### src/rtl/data_mem_responder_if.sv
// rtl/data_mem_responder_if.sv - core data-port and host-port signal bundle
//
// Purpose: groups the core's data-memory port and the host four-phase
// preload/dump port into one interface.
// Ports (signals):
//   core : mem_read, mem_write, data_address, write_data -> read_data
//   host : host_req, host_we, host_addr, host_wdata -> host_rdata, host_ack
// Modports: master (core/host side), slave (memory responder).

interface data_mem_responder_if #(
  parameter int DEPTH = 64
);
  localparam int AW = $clog2(DEPTH);

  logic          mem_read;
  logic          mem_write;
  logic [31:0]   data_address;
  logic [31:0]   write_data;
  logic [31:0]   read_data;

  logic          host_req;
  logic          host_we;
  logic [AW-1:0] host_addr;
  logic [31:0]   host_wdata;
  logic [31:0]   host_rdata;
  logic          host_ack;

  modport master (
    output mem_read, mem_write, data_address, write_data,
    input  read_data,
    output host_req, host_we, host_addr, host_wdata,
    input  host_rdata, host_ack
  );

  modport slave (
    input  mem_read, mem_write, data_address, write_data,
    output read_data,
    input  host_req, host_we, host_addr, host_wdata,
    output host_rdata, host_ack
  );
endinterface

### src/rtl/data_mem_responder.sv
// rtl/data_mem_responder.sv - data-memory responder with host preload/dump port
//
// Purpose: word-addressed memory answering the core's data port with
// zero-latency reads and edge-committed writes; a four-phase host port
// accesses the array only while the core is idle.
// Ports:
//   clk, rst_n      : clock, asynchronous active-low reset
//   bus (slave)     : core and host signals (see data_mem_responder_if)
//   err_misaligned  : sticky, core access with data_address[1:0] != 0
//   err_range       : sticky, core access with data_address >= DEPTH*4
//   rd_count        : saturating count of cycles with a valid core read
//   wr_count        : saturating count of cycles with a valid core write

module data_mem_responder #(
  parameter int DEPTH = 64,
  parameter int CNT_W = 16
) (
  input  logic                clk,
  input  logic                rst_n,
  data_mem_responder_if.slave bus,
  output logic                err_misaligned,
  output logic                err_range,
  output logic [CNT_W-1:0]    rd_count,
  output logic [CNT_W-1:0]    wr_count
);
  localparam int AW = $clog2(DEPTH);

  typedef enum logic {IDLE, ACK} state_t;

  state_t        state;
  state_t        state_nxt;
  logic          host_fire;

  // The array is deliberately left out of reset so preloaded contents
  // survive a reset pulse.
  logic [31:0]   mem [DEPTH];

  logic          aligned;
  logic          in_range;
  logic          core_valid;
  logic          core_busy;
  logic          core_rd;
  logic          core_wr;
  logic [AW-1:0] core_idx;

  assign aligned    = (bus.data_address[1:0] == 2'b00);
  assign in_range   = (bus.data_address < 32'(DEPTH * 4));
  assign core_valid = aligned && in_range;
  assign core_idx   = bus.data_address[AW+1:2];
  assign core_busy  = bus.mem_read || bus.mem_write;
  assign core_rd    = bus.mem_read && core_valid;
  assign core_wr    = bus.mem_write && core_valid;

  // Combinational read sees the pre-edge word, which gives read-before-write
  // when the core reads and writes the same word in one cycle.
  assign bus.read_data = core_rd ? mem[core_idx] : 32'h0;

  // Host is only served while the core is idle, so the two writers never
  // collide; the core still takes precedence in the priority chain.
  always_ff @(posedge clk) begin
    if (core_wr) begin
      mem[core_idx] <= bus.write_data;
    end else if (host_fire && bus.host_we) begin
      mem[bus.host_addr] <= bus.host_wdata;
    end
  end

  always_ff @(posedge clk or negedge rst_n) begin
    if (!rst_n) begin
      state <= IDLE;
    end else begin
      state <= state_nxt;
    end
  end

  always_comb begin
    state_nxt = state;
    host_fire = 1'b0;
    case (state)
      IDLE: begin
        if (bus.host_req && !core_busy) begin
          host_fire = 1'b1;
          state_nxt = ACK;
        end
      end
      ACK: begin
        if (!bus.host_req) begin
          state_nxt = IDLE;
        end
      end
      default: state_nxt = IDLE;
    endcase
  end

  // Decoded straight from the state register so an asynchronous reset
  // drops ack without waiting for a clock.
  assign bus.host_ack = (state == ACK);

  always_ff @(posedge clk or negedge rst_n) begin
    if (!rst_n) begin
      bus.host_rdata <= 32'h0;
    end else if (host_fire && !bus.host_we) begin
      bus.host_rdata <= mem[bus.host_addr];
    end
  end

  always_ff @(posedge clk or negedge rst_n) begin
    if (!rst_n) begin
      err_misaligned <= 1'b0;
      err_range      <= 1'b0;
    end else if (core_busy) begin
      if (!aligned)  err_misaligned <= 1'b1;
      if (!in_range) err_range      <= 1'b1;
    end
  end

  always_ff @(posedge clk or negedge rst_n) begin
    if (!rst_n) begin
      rd_count <= '0;
      wr_count <= '0;
    end else begin
      if (core_rd && !(&rd_count)) rd_count <= rd_count + CNT_W'(1);
      if (core_wr && !(&wr_count)) wr_count <= wr_count + CNT_W'(1);
    end
  end
endmodule

### src/flat_wrapper.sv
// flat-port wrapper written by rule: the top's interface ports become plain ports
module data_mem_responder_flat 
#(
  parameter int DEPTH = 64,
  parameter int CNT_W = 16
)
  (clk, rst_n, err_misaligned, err_range, rd_count, wr_count, bus_mem_read, bus_mem_write, bus_data_address, bus_write_data, bus_read_data, bus_host_req, bus_host_we, bus_host_addr, bus_host_wdata, bus_host_rdata, bus_host_ack);
  data_mem_responder_if #(.DEPTH(DEPTH)) bus_i ();
  input  logic clk;
  input  logic rst_n;
  output logic err_misaligned;
  output logic err_range;
  output logic [CNT_W-1:0] rd_count;
  output logic [CNT_W-1:0] wr_count;
  input wire logic [$bits(bus_i.mem_read)-1:0] bus_mem_read;
  input wire logic [$bits(bus_i.mem_write)-1:0] bus_mem_write;
  input wire logic [$bits(bus_i.data_address)-1:0] bus_data_address;
  input wire logic [$bits(bus_i.write_data)-1:0] bus_write_data;
  output wire logic [$bits(bus_i.read_data)-1:0] bus_read_data;
  input wire logic [$bits(bus_i.host_req)-1:0] bus_host_req;
  input wire logic [$bits(bus_i.host_we)-1:0] bus_host_we;
  input wire logic [$bits(bus_i.host_addr)-1:0] bus_host_addr;
  input wire logic [$bits(bus_i.host_wdata)-1:0] bus_host_wdata;
  output wire logic [$bits(bus_i.host_rdata)-1:0] bus_host_rdata;
  output wire logic [$bits(bus_i.host_ack)-1:0] bus_host_ack;
  assign bus_i.mem_read = bus_mem_read;
  assign bus_i.mem_write = bus_mem_write;
  assign bus_i.data_address = bus_data_address;
  assign bus_i.write_data = bus_write_data;
  assign bus_read_data = bus_i.read_data;
  assign bus_i.host_req = bus_host_req;
  assign bus_i.host_we = bus_host_we;
  assign bus_i.host_addr = bus_host_addr;
  assign bus_i.host_wdata = bus_host_wdata;
  assign bus_host_rdata = bus_i.host_rdata;
  assign bus_host_ack = bus_i.host_ack;
  data_mem_responder #(.DEPTH(DEPTH), .CNT_W(CNT_W)) u_core (.clk(clk), .rst_n(rst_n), .bus(bus_i), .err_misaligned(err_misaligned), .err_range(err_range), .rd_count(rd_count), .wr_count(wr_count));
endmodule
### config.mk
export PLATFORM = sky130hd
export DESIGN_NAME = data_mem_responder_flat
export DESIGN_NICKNAME = d
export VERILOG_FILES = /design/src/rtl/data_mem_responder_if.sv /design/src/rtl/data_mem_responder.sv /design/src/flat_wrapper.sv
export SDC_FILE = /design/constraint.sdc
export NUM_CORES = 2
export LEC_CHECK = 0
export CAP_MARGIN = 15
export CORE_MARGIN = 2
export CORE_UTILIZATION = 62
export CTS_BUF_LIST = sky130_fd_sc_hd__clkbuf_8 sky130_fd_sc_hd__clkbuf_16
export DETAILED_ROUTE_END_ITERATION = 8
export HOLD_SLACK_MARGIN = 0.12
export PLACE_DENSITY_LB_ADDON = 0.12
export SYNTH_ARGS = -nofsm -noshare
export SYNTH_HDL_FRONTEND = slang
export SYNTH_SLANG_ARGS = --single-unit
### constraint.sdc
create_clock -name clk -period 5.4 [get_ports clk]
set_clock_uncertainty 0.2 [all_clocks]
set_input_delay 1.62 -clock clk [delete_from_list [all_inputs] [get_ports clk]]
set_output_delay 1.62 -clock clk [all_outputs]
set_load 0.02 [all_outputs]
* Yosys cells after proc, flatten, opt, wreduce, memory -nomap -nowiden *
Memories as Yosys holds them, arrays and structs flattened. A register that Yosys moved wholly into a read port is not among the register bits.
Index checks and enable logic that the tools add are counted.

cells by class
  $add $sub $neg = 2
  multiply operators = 0
  divide/modulo/power cells = 0
  magnitude comparators = 1
  eq/ne operators = 0
  shift operators = 0
  multiplexer cells = 13
  bitwise logic cells = 3
  reduce and logical (&&, ||, !) cells = 20

operators by type and width
  cell                                                                   count
  32-bit two-way mux                                                     2
  16-bit by 1-bit adder with 16-bit output, second input constant        2
  32-bit by 9-bit < comparator with 1-bit output, second input constant  1
  16-bit AND reduction                                                   2
  32-bit OR reduction                                                    1
  1-bit two-way mux                                                      9
  1-bit logical AND                                                      8
  6-bit two-way mux                                                      1
  1-bit logical NOT                                                      5
  2-bit AND reduction                                                    2
  1-bit NOT                                                              3
  2-bit logical NOT                                                      1
  1-bit one-hot mux with 2 select lines                                  1
  1-bit logical OR                                                       1

word-level totals
  flip-flop bits (word level) = 35
  bits in latches = 0
  memory bits (writable) = 2048
  ROM bits = 0
  output and inout port bits = 99
  memories kept = 1

memories
  memory      words  bits a word  read ports  clocked after memory_dff  write ports  RTL line                  text
  u_core.mem  64     32           2           1                         1            data_mem_responder.sv:36  logic [31:0] mem [DEPTH];

* Depth between registers and ports, before layout *
  word-level depth = 11
  gate-level depth with buffers = 10

* Worst setup path after synthesis *
Ideal clock, no wire load.

  kind = input -> output
  from = input port bus_data_address[26]
  to = output port bus_read_data[1]
  data arrival time = 3.865 ns
  data required time = 3.580 ns
  path slack = -0.285 ns
  cell stages on the path = 5
  cell sequence = or4_1 > nor2_2 > nand4_2 > buf_2 > a2111oi_0

on the way
  cells in the longest elaborated chain, start to end = 4

RTL lines
  element                                         RTL line                  text
  start: declaration                              flat_wrapper.sv:17        input wire logic [$bits(bus_i.data_address)-1:0] bus_data_address;
  32-bit by 9-bit < comparator with 1-bit output  data_mem_responder.sv:47  assign in_range = (bus.data_address < 32'(DEPTH * 4));
  1-bit logical AND                               data_mem_responder.sv:48  assign core_valid = aligned && in_range;
  1-bit logical AND                               data_mem_responder.sv:51  assign core_rd = bus.mem_read && core_valid;
  32-bit two-way mux                              data_mem_responder.sv:56  assign bus.read_data = core_rd ? mem[core_idx] : 32'h0;
  end: declaration                                flat_wrapper.sv:19        output wire logic [$bits(bus_i.read_data)-1:0] bus_read_data;

No other way between the ends.

* Worst setup path in the final report *
  from = input port bus_data_address[2]
  to = output port bus_read_data[1]

on the way
  cells in the longest elaborated chain, start to end = 4
  elaborated cells between the ends (all ways) = 5

RTL lines
  element                                         RTL line
  32-bit by 9-bit < comparator with 1-bit output  data_mem_responder.sv:47
  1-bit logical AND                               data_mem_responder.sv:48
  1-bit logical AND                               data_mem_responder.sv:51
  32-bit two-way mux *                            data_mem_responder.sv:56

Mark *: on every way between the ends. The rest lies on a longest branch, timed or not.

==> impl_metrics.env <==
export IMPL_cp_buffers_inverters=7
export IMPL_leakagePower_nw=39.0
export IMPL_synthXorXnorAreaFrac=0.00244
export IMPL_dieArea_um2=160000
export IMPL_end_kind="output port"
export IMPL_max_cap_violations=0
export IMPL_clkTransAtPathRegs_ns=0.06
export IMPL_worst_path_most_repeated_cell="buf_16"
export IMPL_vias=61561
export IMPL_power_density_nw_per_um2=308
export IMPL_p_int_w=0.0277
export IMPL_crit_chain="buf_16 > buf_16 > buf_16 > buf_12 > mux4_2 > mux4_2 > a21oi_2 > buf_4 > a2111oi_4 > buf_4 > buf_6"
export IMPL_track_usage=0.410
export IMPL_num_io_pins=207
export IMPL_h_tree_depth=4
export IMPL_p_clk_frac=0.395
export IMPL_synth_top_area_cell="edfxtp_1"
export IMPL_grt_pass1_wl_um=449000
export IMPL_drc=0
export IMPL_fill_cells=8503
export IMPL_min_period_over_period=1.09
export IMPL_totalPowerFinal_w=0.0363
export IMPL_netSwitchingFraction=0.236
export IMPL_netlist_area_um2=97000
export IMPL_cp_max_fo=11
export IMPL_synth_compound_area_share=0.0493
export IMPL_dp_slack_ns=-1.13
export IMPL_clock_latency_ns=0.87
export IMPL_synthAdderAreaFrac=0.000258
export IMPL_synth_ff_type="edfxtp_1"
export IMPL_synth_warning_count=0
export IMPL_numCtsBuffers=209
export IMPL_cts_root_buf="clkbuf_16"
export IMPL_synth_edf_count=2048
export IMPL_fin_nets=5761
export IMPL_grt_ovfl_total=0
export IMPL_clock_sinks=2115
export IMPL_crit_start="bus_data_address[2]"
export IMPL_dp_hpwl_um=197000
export IMPL_grt_max_degree=69
export IMPL_period_needed_ns=5.90
export IMPL_synth_seq_cells=2115
export IMPL_drtAntennaViolNets=0
export IMPL_hold_buffers=0
export IMPL_critPathSlowestCell="mux4_2"
export IMPL_critical_path_class="primary input to output port"
export IMPL_seq_area_frac_synth=0.651
export IMPL_start_util=0.623
export IMPL_port_buffers=206
export IMPL_seqPwrFrac=0.507
export IMPL_cts_tree="built"
export IMPL_crit_required_ns=3.58
export IMPL_synth_top_family_by_area="multiplexers"
export IMPL_setup_ws_ns=-0.499
export IMPL_synth_nets=4985
export IMPL_peakVddDrop_v=0.000311
export IMPL_relSlewSlack=0.184
export IMPL_ys_async_sr_fraction=0.0317
export IMPL_fin_util=0.755
export IMPL_drt_pass1_iterations=9
export IMPL_row_count=145
export IMPL_drt_wl_total_um=326000
export IMPL_core_area_um2=156000
export IMPL_cts_path_max_buffers=3
export IMPL_die_x_um=400
export IMPL_combPwrFrac=0.098
export IMPL_syn_inst=4875
export IMPL_yosysMostFrequentCell="edfxtp_1"
export IMPL_antenna_found_initial=4
export IMPL_area_delta_synth_final_pct=21.3
export IMPL_start_kind="primary input"
export IMPL_r2r_start="u_core.bus.host_ack$_DFF_PN0_"
export IMPL_critPathTopFamily="buffers and inverters"
export IMPL_wl_per_cell_um=41.3
export IMPL_setup_viol=32
export IMPL_crit_arrival_ns=4.08
export IMPL_power_switching_w=0.00855
export IMPL_synth_simple_gate_area_share=0.0218
export IMPL_grt_pass1_vias=60350
export IMPL_hp_start="u_core.err_misaligned$_DFFE_PN0P_"
export IMPL_synth_cell_type_count=58
export IMPL_hold_viol=0
export IMPL_synth_top_cell_area_share=0.634
export IMPL_max_stage_delay_ns=0.59
export IMPL_viasPerCell=7.81
export IMPL_failed_checks="setup timing"
export IMPL_max_freq_mhz=170
export IMPL_drt_iter0_drc=10586
export IMPL_synth_area_leaders="edfxtp_1, mux4_2, mux2i_1"
export IMPL_layout_drive_gt1_share=0.404
export IMPL_globalplace_congestion=0.936
export IMPL_status="finished with violations"
export IMPL_worstMarginPinSlew_ns=1.22
export IMPL_die_h_um=400
export IMPL_synth_common_cells="edfxtp_1, mux4_2, mux2i_1"
export IMPL_synth_area_mux_share=0.254
export IMPL_synth_area_per_cell_um2=19.9
export IMPL_hold_ws_ns=0.275
export IMPL_grt_setup_unrepaired="true"
export IMPL_drv_slew=0
export IMPL_hold_class="flop to flop"
path summary, 6_finish.rpt:
kind | to | slack (ns) | cells after the start
max in group asynchronous | u_core.bus.host_rdata[0]$_DFFE_PN0P_ | 3.55 | 2
min in group asynchronous | u_core.rd_count[2]$_DFFE_PN0P_ | 0.61 | 1
setup reg to reg | u_core.mem[34][4]$_DFFE_PP_ | 2.07 | 9
setup / recovery | bus_read_data[1] | -0.50 | 11
hold reg to reg | u_core.err_misaligned$_DFFE_PN0P_ | 0.27 | 1
hold / removal | u_core.err_misaligned$_DFFE_PN0P_ | 0.27 | 1
area by class of cell:
cell class,instances,area (µm²),area share
inverters,5,31.3,0.000266
clock inverters,172,1370,0.0116
well taps,2058,2570,0.0219
multi-input cells,2361,33500,0.285
diodes,2,5.00,0.0000425
clock buffers,215,5340,0.0454
flip-flops and latches,2115,63200,0.537
repair buffers,959,11600,0.0990
cells in the final DEF (no fill, tap or decap), types with 67 or more instances in the layout:
cell and n:
mux2i_1 264, buf_12 242, buf_4 437, clkdlybuf4s50_1 155, a22o_1 84, nor2_4 76, dfrtp_1 67, mux4_2 953
edfxtp_1 2048, clkbuf_16 215, a22oi_1 246, nand2_1 113, nand3_1 121
through the flow:
| stage | setup TNS (ns) | cell area, µm² | instances |
|---|---|---|---|
| global placement | -24.69 | 108000 | 7360 |
| finish | -12.21 | 118000 | 7887 |
| floorplan | 0 | 97000 | 4875 |
| CTS | -12.32 | 117000 | 7826 |
| detailed placement | -24.78 | 108000 | 7360 |
| global route | -12.68 | 118000 | 7886 |
worst reg2reg max path: cells and delay by family (launching register included):
| kind | cells | cell delay (ns) |
|---|---|---|
| AO/OA/AOI/OAI | 1 | 0.88 |
| buffers and inverters | 4 | 1.20 |
| flip-flops | 1 | 0.40 |
| AND/OR/NAND/NOR | 4 | 0.33 |
metal layers:
layer / up-vias / GRT usage / wire, µm
li1: 22933 / - / -
met1: 31864 / 0.540 / 107000
met2: 5724 / 0.605 / 147000
met3: 1032 / 0.143 / 49900
met4: 8 / 0.226 / 21200
met5: - / 0.00605 / 361
power groups by stage:
stage	Sequential [W]	Clock, W	Combinational [W]
floorplan	0.0186	0	0.00174
global placement	0.0187	0	0.00314
detailed placement	0.0187	0	0.00319
CTS	0.0183	0.0144	0.00341
global route	0.0184	0.0150	0.00367
finish	0.0184	0.0143	0.00355
cell families (layout without fill, tap and decap cells):
family / count (synthesis) / in the layout
multiplexers: 1262 / 1262
other: 0 / 2
XOR/XNOR: 27 / 27
AND/OR/NAND/NOR: 452 / 452
adder cells (fa/ha/maj): 2 / 2
buffers and inverters: 399 / 1351
AO/OA/AOI/OAI: 618 / 618
flip-flops: 2115 / 2115
sequential cells by signal (all words and copies together), names as in the netlist:
name,flops
u_core.bus.host_ack,1
u_core.rd_count,16
u_core.mem,2048
u_core.err_range,1
u_core.wr_count,16
u_core.bus.host_rdata,32
u_core.err_misaligned,1
what timing repair did:
item                                    CTS  global route
cloned                                   11             4
endpoints found under the setup margin   32            32
buffers inserted                         74            75
resized for setup                       293           126
pin swaps                                56            86
(Power assumes the default switching activity.)
